**src/rtl/bitcell_array_ctrl.sv**
```systemverilog
// -----------------------------------------------------------------------------
// bitcell_array_ctrl
//
// Purpose:
//   Word-level request/response front end for a DEPTH x WIDTH array of
//   NAND-latch bitcells. It accepts one read or write at a time and walks the
//   asynchronous bitcell controls through SETUP -> STROBE -> HOLD (writes) or
//   SETUP -> STROBE -> RESP (reads). This keeps sel low whenever r_w or the
//   shared bit lines move. Read data is sampled from the shared tristate bus
//   and returned on a valid/ready response channel.
//
// Ports:
//   clk, rst                     clock (rising edge), synchronous active-high reset
//   req_valid/req_ready          request handshake
//   req_we/req_addr/req_wdata    request fields (1 = write)
//   rsp_valid/rsp_ready          read response handshake
//   rsp_rdata/rsp_err            read data, out-of-range address flag
//   cell_sel                     one-hot word select to the bitcell sel inputs
//   cell_r_w                     shared r_w to all bitcells (1 = write)
//   cell_in                      shared write bit lines
//   cell_out                     shared tristate read bus
// -----------------------------------------------------------------------------
module bitcell_array_ctrl #(
    parameter int WIDTH         = 8,
    parameter int DEPTH         = 4,
    parameter int ADDR_W        = 2,
    parameter int STROBE_CYCLES = 1
) (
    input  logic              clk,
    input  logic              rst,
    input  logic              req_valid,
    output logic              req_ready,
    input  logic              req_we,
    input  logic [ADDR_W-1:0] req_addr,
    input  logic [WIDTH-1:0]  req_wdata,
    output logic              rsp_valid,
    input  logic              rsp_ready,
    output logic [WIDTH-1:0]  rsp_rdata,
    output logic              rsp_err,
    output logic [DEPTH-1:0]  cell_sel,
    output logic              cell_r_w,
    output logic [WIDTH-1:0]  cell_in,
    input  logic [WIDTH-1:0]  cell_out
);

    typedef enum logic [2:0] {
        IDLE,
        SETUP,
        STROBE,
        HOLD,
        RESP
    } state_t;

    // Strobe counter value on the final sel-high cycle.
    localparam logic [3:0] LAST_CNT = 4'(STROBE_CYCLES - 1);

    state_t            state_q, state_d;
    logic [3:0]        cnt_q, cnt_d;
    logic              we_q, we_d;
    logic [ADDR_W-1:0] addr_q, addr_d;
    logic [DEPTH-1:0]  cell_sel_q, cell_sel_d;
    logic              cell_r_w_q, cell_r_w_d;
    logic [WIDTH-1:0]  cell_in_q, cell_in_d;
    logic              rsp_valid_q, rsp_valid_d;
    logic [WIDTH-1:0]  rsp_rdata_q, rsp_rdata_d;
    logic              rsp_err_q, rsp_err_d;

    logic              in_range;
    logic [DEPTH-1:0]  sel_onehot;

    assign req_ready = (state_q == IDLE) && !rst;

    // Address decode. An out-of-range address decodes to no select at all,
    // so the full sequence still runs but no cell is touched.
    always_comb begin
        in_range   = ({{(32-ADDR_W){1'b0}}, addr_q} < 32'(DEPTH));
        sel_onehot = '0;
        for (int i = 0; i < DEPTH; i++) begin
            sel_onehot[i] = (addr_q == ADDR_W'(i));
        end
    end

    // Next-state and registered-output logic. Each *_d value is what the
    // cell/response outputs must show during the state being entered, so
    // r_w and bit-line data always settle one cycle before sel rises and
    // stay put one cycle after it falls.
    always_comb begin
        state_d     = state_q;
        cnt_d       = cnt_q;
        we_d        = we_q;
        addr_d      = addr_q;
        cell_sel_d  = cell_sel_q;
        cell_r_w_d  = cell_r_w_q;
        cell_in_d   = cell_in_q;
        rsp_valid_d = rsp_valid_q;
        rsp_rdata_d = rsp_rdata_q;
        rsp_err_d   = rsp_err_q;

        case (state_q)
            IDLE: begin
                cell_sel_d = '0;
                cell_r_w_d = 1'b0;
                if (req_valid && req_ready) begin
                    we_d       = req_we;
                    addr_d     = req_addr;
                    cell_r_w_d = req_we;
                    if (req_we) begin
                        cell_in_d = req_wdata;
                    end
                    state_d = SETUP;
                end
            end
            SETUP: begin
                cnt_d      = '0;
                cell_sel_d = sel_onehot;
                state_d    = STROBE;
            end
            STROBE: begin
                if (cnt_q == LAST_CNT) begin
                    cell_sel_d = '0;
                    if (we_q) begin
                        state_d = HOLD;
                    end else begin
                        rsp_valid_d = 1'b1;
                        rsp_rdata_d = in_range ? cell_out : '0;
                        rsp_err_d   = !in_range;
                        state_d     = RESP;
                    end
                end else begin
                    cnt_d = cnt_q + 4'd1;
                end
            end
            HOLD: begin
                cell_r_w_d = 1'b0;
                state_d    = IDLE;
            end
            RESP: begin
                if (rsp_ready) begin
                    rsp_valid_d = 1'b0;
                    state_d     = IDLE;
                end
            end
            default: begin
                cell_sel_d  = '0;
                cell_r_w_d  = 1'b0;
                rsp_valid_d = 1'b0;
                state_d     = IDLE;
            end
        endcase
    end

    // State and output registers; reset wins over any pending operation.
    always_ff @(posedge clk) begin
        if (rst) begin
            state_q     <= IDLE;
            cnt_q       <= '0;
            we_q        <= 1'b0;
            addr_q      <= '0;
            cell_sel_q  <= '0;
            cell_r_w_q  <= 1'b0;
            cell_in_q   <= '0;
            rsp_valid_q <= 1'b0;
            rsp_rdata_q <= '0;
            rsp_err_q   <= 1'b0;
        end else begin
            state_q     <= state_d;
            cnt_q       <= cnt_d;
            we_q        <= we_d;
            addr_q      <= addr_d;
            cell_sel_q  <= cell_sel_d;
            cell_r_w_q  <= cell_r_w_d;
            cell_in_q   <= cell_in_d;
            rsp_valid_q <= rsp_valid_d;
            rsp_rdata_q <= rsp_rdata_d;
            rsp_err_q   <= rsp_err_d;
        end
    end

    assign cell_sel  = cell_sel_q;
    assign cell_r_w  = cell_r_w_q;
    assign cell_in   = cell_in_q;
    assign rsp_valid = rsp_valid_q;
    assign rsp_rdata = rsp_rdata_q;
    assign rsp_err   = rsp_err_q;

endmodule

```
**config.mk**
```make
export PLATFORM = sky130hd
export DESIGN_NAME = bitcell_array_ctrl
export DESIGN_NICKNAME = d
export VERILOG_FILES = /design/src/rtl/bitcell_array_ctrl.sv
export SDC_FILE = /design/constraint.sdc
export NUM_CORES = 1
export LEC_CHECK = 0
export BUFFER_PORTS_ARGS = -buffer_cell sky130_fd_sc_hd__buf_2
export CAP_MARGIN = 20
export CORE_UTILIZATION = 36
export DETAILED_ROUTE_END_ITERATION = 16
export RECOVER_POWER = 50
export SKIP_CTS_REPAIR_TIMING = 1
export SLEW_MARGIN = 20
export SYNTH_ARGS = -nofsm -noshare
export SYNTH_HDL_FRONTEND = slang
export SYNTH_SLANG_ARGS = --single-unit
```
**constraint.sdc**
```tcl
create_clock -name clk -period 3 [get_ports clk]
set_input_delay 0.3 -clock clk [delete_from_list [all_inputs] [get_ports clk]]
set_output_delay 0.3 -clock clk [all_outputs]
set_load 0.005 [all_outputs]
```
==> impl_metrics.py <==
metrics = {
    "outcome": {
        "outcome": "completed",
    },
    "worst_setup_path": {
        "worst_setup_path_start_kind": "flop",
        "cp.required_ps": 3170,
        "worstPathArrival_ps": 2350,
        "cp-end-kind": "flop",
        "rr_worst_depth": 3,
        "r2r_slack_ps": 830,
        "crit_type": "flop to flop",
        "r2r-end": "addr_q[1]",
        "crit_fanout": 19,
        "reg2reg_from": "state_q[1]",
    },
    "hold_path": {
        "worstHoldStart": "req_addr[1]",
        "holdPathStages": 2,
        "hold_path_class": "input port to flop",
        "min_to": "addr_q[1]",
    },
    "yosys": {
        "syn-num-nets": 198,
        "syn_avg_cell_area_um2": 8.92,
        "yosysWarnings": 0,
        "ys_seq_area_share_pct": 41.5,
        "synth_cells": 173,
        "synth_seq_cells": 32,
        "synth_cell_types": 42,
        "synth_area_um2": 1540,
    },
    "clocking": {
        "root_buffer": "clkbuf_8",
        "tritoncts": "done",
        "cts.sinks": 32,
        "cts_buffer_depth": 2,
        "cts_made_buffers": 5,
        "h-tree-depth": 2,
        "cts.reportedPaths.clkPinSlew_ps": 60,
        "clkLatencyLatePin_ps": 280,
    },
    "finish": {
        "antennaDiodeCount": 0,
        "final_cells": 264,
        "fin_nets": 238,
        "seq_area_um2": 641,
        "multiInputGateArea_um2": 777,
        "num-fill-cells": 394,
        "drive_gt1_share_pct": 21.0,
        "area_growth_pct": 17.6,
    },
    "timing": {
        "hold-worst-slack_ps": 246,
        "tightest_slew_ps": 1140,
        "final_hold_viol_count": 0,
        "clock.fmax_mhz": 460,
        "rsz0062_at_grt": "false",
        "max_slew_margin_pct": 23.9,
        "fin_ws_ps": 827,
        "fin_crit_sh_pct": 72.4,
        "finalSetupTns_ps": 0,
        "fin_crit_ps": 2170,
        "slew_viol_final": 0,
        "finalClockSkew_ps": 3.19,
        "setup_viol": 0,
    },
    "drt": {
        "postRouteAntennaNets": 0,
        "avgRoutedWirePerCell_um": 12.4,
        "routed_wl_um": 3280,
        "route.detailed.drc": 0,
        "drt_iter0_markers": 49,
        "detail_route.vias_per_cell": 5.05,
        "dr_total_vias": 1334,
        "dr.pass1.iters": 4,
    },
    "floorplan": {
        "fp.coreArea_um2": 4060,
        "num_io_pins": 47,
        "initial_utilization_pct": 38.0,
        "die_x_um": 67.5,
        "die_height_um": 67.5,
        "num_rows": 23,
        "die_area_um2": 4550,
    },
    "grt": {
        "track_usage_pct": 16.5,
        "grt_max_degree": 24,
        "grt_pass1_wl_um": 5620,
        "grt_pass1_vias": 1208,
        "grt_overflow": 0,
        "antenna_found_initial": 0,
    },
    "power": {
        "ir_drop_uv": 260,
        "power.leakage_nw": 0.683,
        "power_uw": 894,
        "powerDensity_nw_per_um2": 493,
    },
    "flow_run": {
        "drv_cap": 0,
    },
    "place": {
        "io_buffers": 45,
        "place_hpwl_um": 2340,
        "place_inst": 256,
        "pre_cts_ws_ps": 1240,
        "routabilityCongestion": 0.718,
    },
}
worst max path at each step:
stage,start,end,slack (ps)
after floorplan,cnt_q[0],cnt_q[2],1480
after global placement,cnt_q[0],rsp_rdata[7],1270
after detailed placement,state_q[1],rsp_rdata[4],1240
after CTS,state_q[2],req_ready,1120
after global routing,state_q[1],addr_q[1],620
final,state_q[1],addr_q[1],830
metal layers:
layer,part of all wire (%),vias to the layer above,GRT usage [%]
li1,-,694,-
met2,43,29,24.0
met5,0,-,0
met4,2.0,0,7.98
met1,51,604,22.0
met3,4.2,7,4.90
cell type report:
type | instances | area share (%)
clock buffers | 8 | 4.97
inverters | 6 | 1.24
multi-input cells | 121 | 42.8
flip-flops and latches | 32 | 35.3
well taps | 50 | 3.45
repair buffers | 47 | 12.2
power by group:
part	internal [mW]	switching, mW
sequential	0.439	0.0170
combinational	0.0454	0.0525
clock	0.187	0.153
per-stage QoR:
stage | utilization (%) | area [um^2]
2_1_floorplan | - | 1540
3_3_place_gp | 43.6 | 1770
3_5_place_dp | 43.6 | 1770
4_1_cts | 45.8 | 1860
5_1_grt | 44.7 | 1810
6_report | 44.7 | 1810
cell usage after synthesis, drive strengths merged:
| master | count | area share, % |
|---|---|---|
| or2 | 1 | 0.41 |
| nand2b | 3 | 1.2 |
| nor4bb | 1 | 0.65 |
| nor4b | 2 | 1.1 |
| conb | 1 | 0.24 |
| o2bb2ai | 1 | 0.57 |
| mux2 | 2 | 1.5 |
| dfxtp | 32 | 42 |
| nand3 | 11 | 3.6 |
| nor4 | 2 | 0.81 |
| nand2 | 22 | 5.4 |
| o21a | 2 | 0.97 |
| nor2b | 2 | 0.81 |
| o21ai | 15 | 4.9 |
| nor2 | 2 | 0.49 |
| xor2 | 1 | 0.57 |
| or4b | 2 | 1.5 |
| a21oi | 11 | 3.6 |
| mux2i | 10 | 6.5 |
| nor3b | 7 | 5.2 |
| ha | 2 | 1.6 |
| or3 | 1 | 0.41 |
| o311ai | 1 | 0.57 |
| or3b | 3 | 1.9 |
| xnor2 | 1 | 0.57 |
| or4 | 2 | 0.97 |
| o32ai | 1 | 0.57 |
| nor3 | 6 | 1.9 |
| a31oi | 3 | 2.2 |
| inv | 6 | 1.5 |
| o211ai | 3 | 1.5 |
| clkbuf | 5 | 1.2 |
| buf | 9 | 3.7 |
sequential cells by signal, indices dropped and copies added, names as in the netlist:
name and flops:
cell_in 8, rsp_rdata 8, cell_sel 4, cnt_q 4, state_q 3, addr_q 2
cell_r_w 1, rsp_valid 1, we_q 1
critical path, stage by stage (launching register included):
cell     delay, ps
dfxtp_1        490
nor3b_1       1000
nand3_1        250
mux2_2         320
cells by family after synthesis:
logic type / count (synthesis) / synth area share [%]
adders and majority gates: 2 / 1.62
muxes: 12 / 7.95
AOI/OAI and AO/OA: 37 / 14.8
other: 1 / 0.243
DFF: 32 / 41.5
xor gates and xnor gates: 2 / 1.14
and+or+nand+nor: 67 / 26.4
buffers and inverters: 20 / 6.41
layout by cell type, fill, tap and decap left out, types with 2 or more instances in the layout:
cell | netlist | layout
clkbuf_1 | 5 | 17
clkbuf_8 | 0 | 6
a31oi_1 | 2 | 3
nor3b_1 | 4 | 5
nor3_1 | 6 | 6
buf_2 | 4 | 30
nand2_1 | 22 | 22
or4_1 | 2 | 2
ha_1 | 2 | 2
nor2_1 | 2 | 2
o21ai_0 | 9 | 9
buf_4 | 3 | 2
nor4b_1 | 2 | 2
mux2i_1 | 10 | 10
inv_1 | 6 | 6
nor4_1 | 2 | 2
a21oi_1 | 11 | 11
nand2b_1 | 3 | 3
o21a_1 | 2 | 2
o211ai_1 | 3 | 3
mux2_2 | 2 | 2
dfxtp_1 | 32 | 32
o21ai_1 | 6 | 6
nand3_1 | 11 | 11
or3b_1 | 2 | 2
nor2b_1 | 2 | 2
Note: power is estimated with default switching activity, not from simulation.
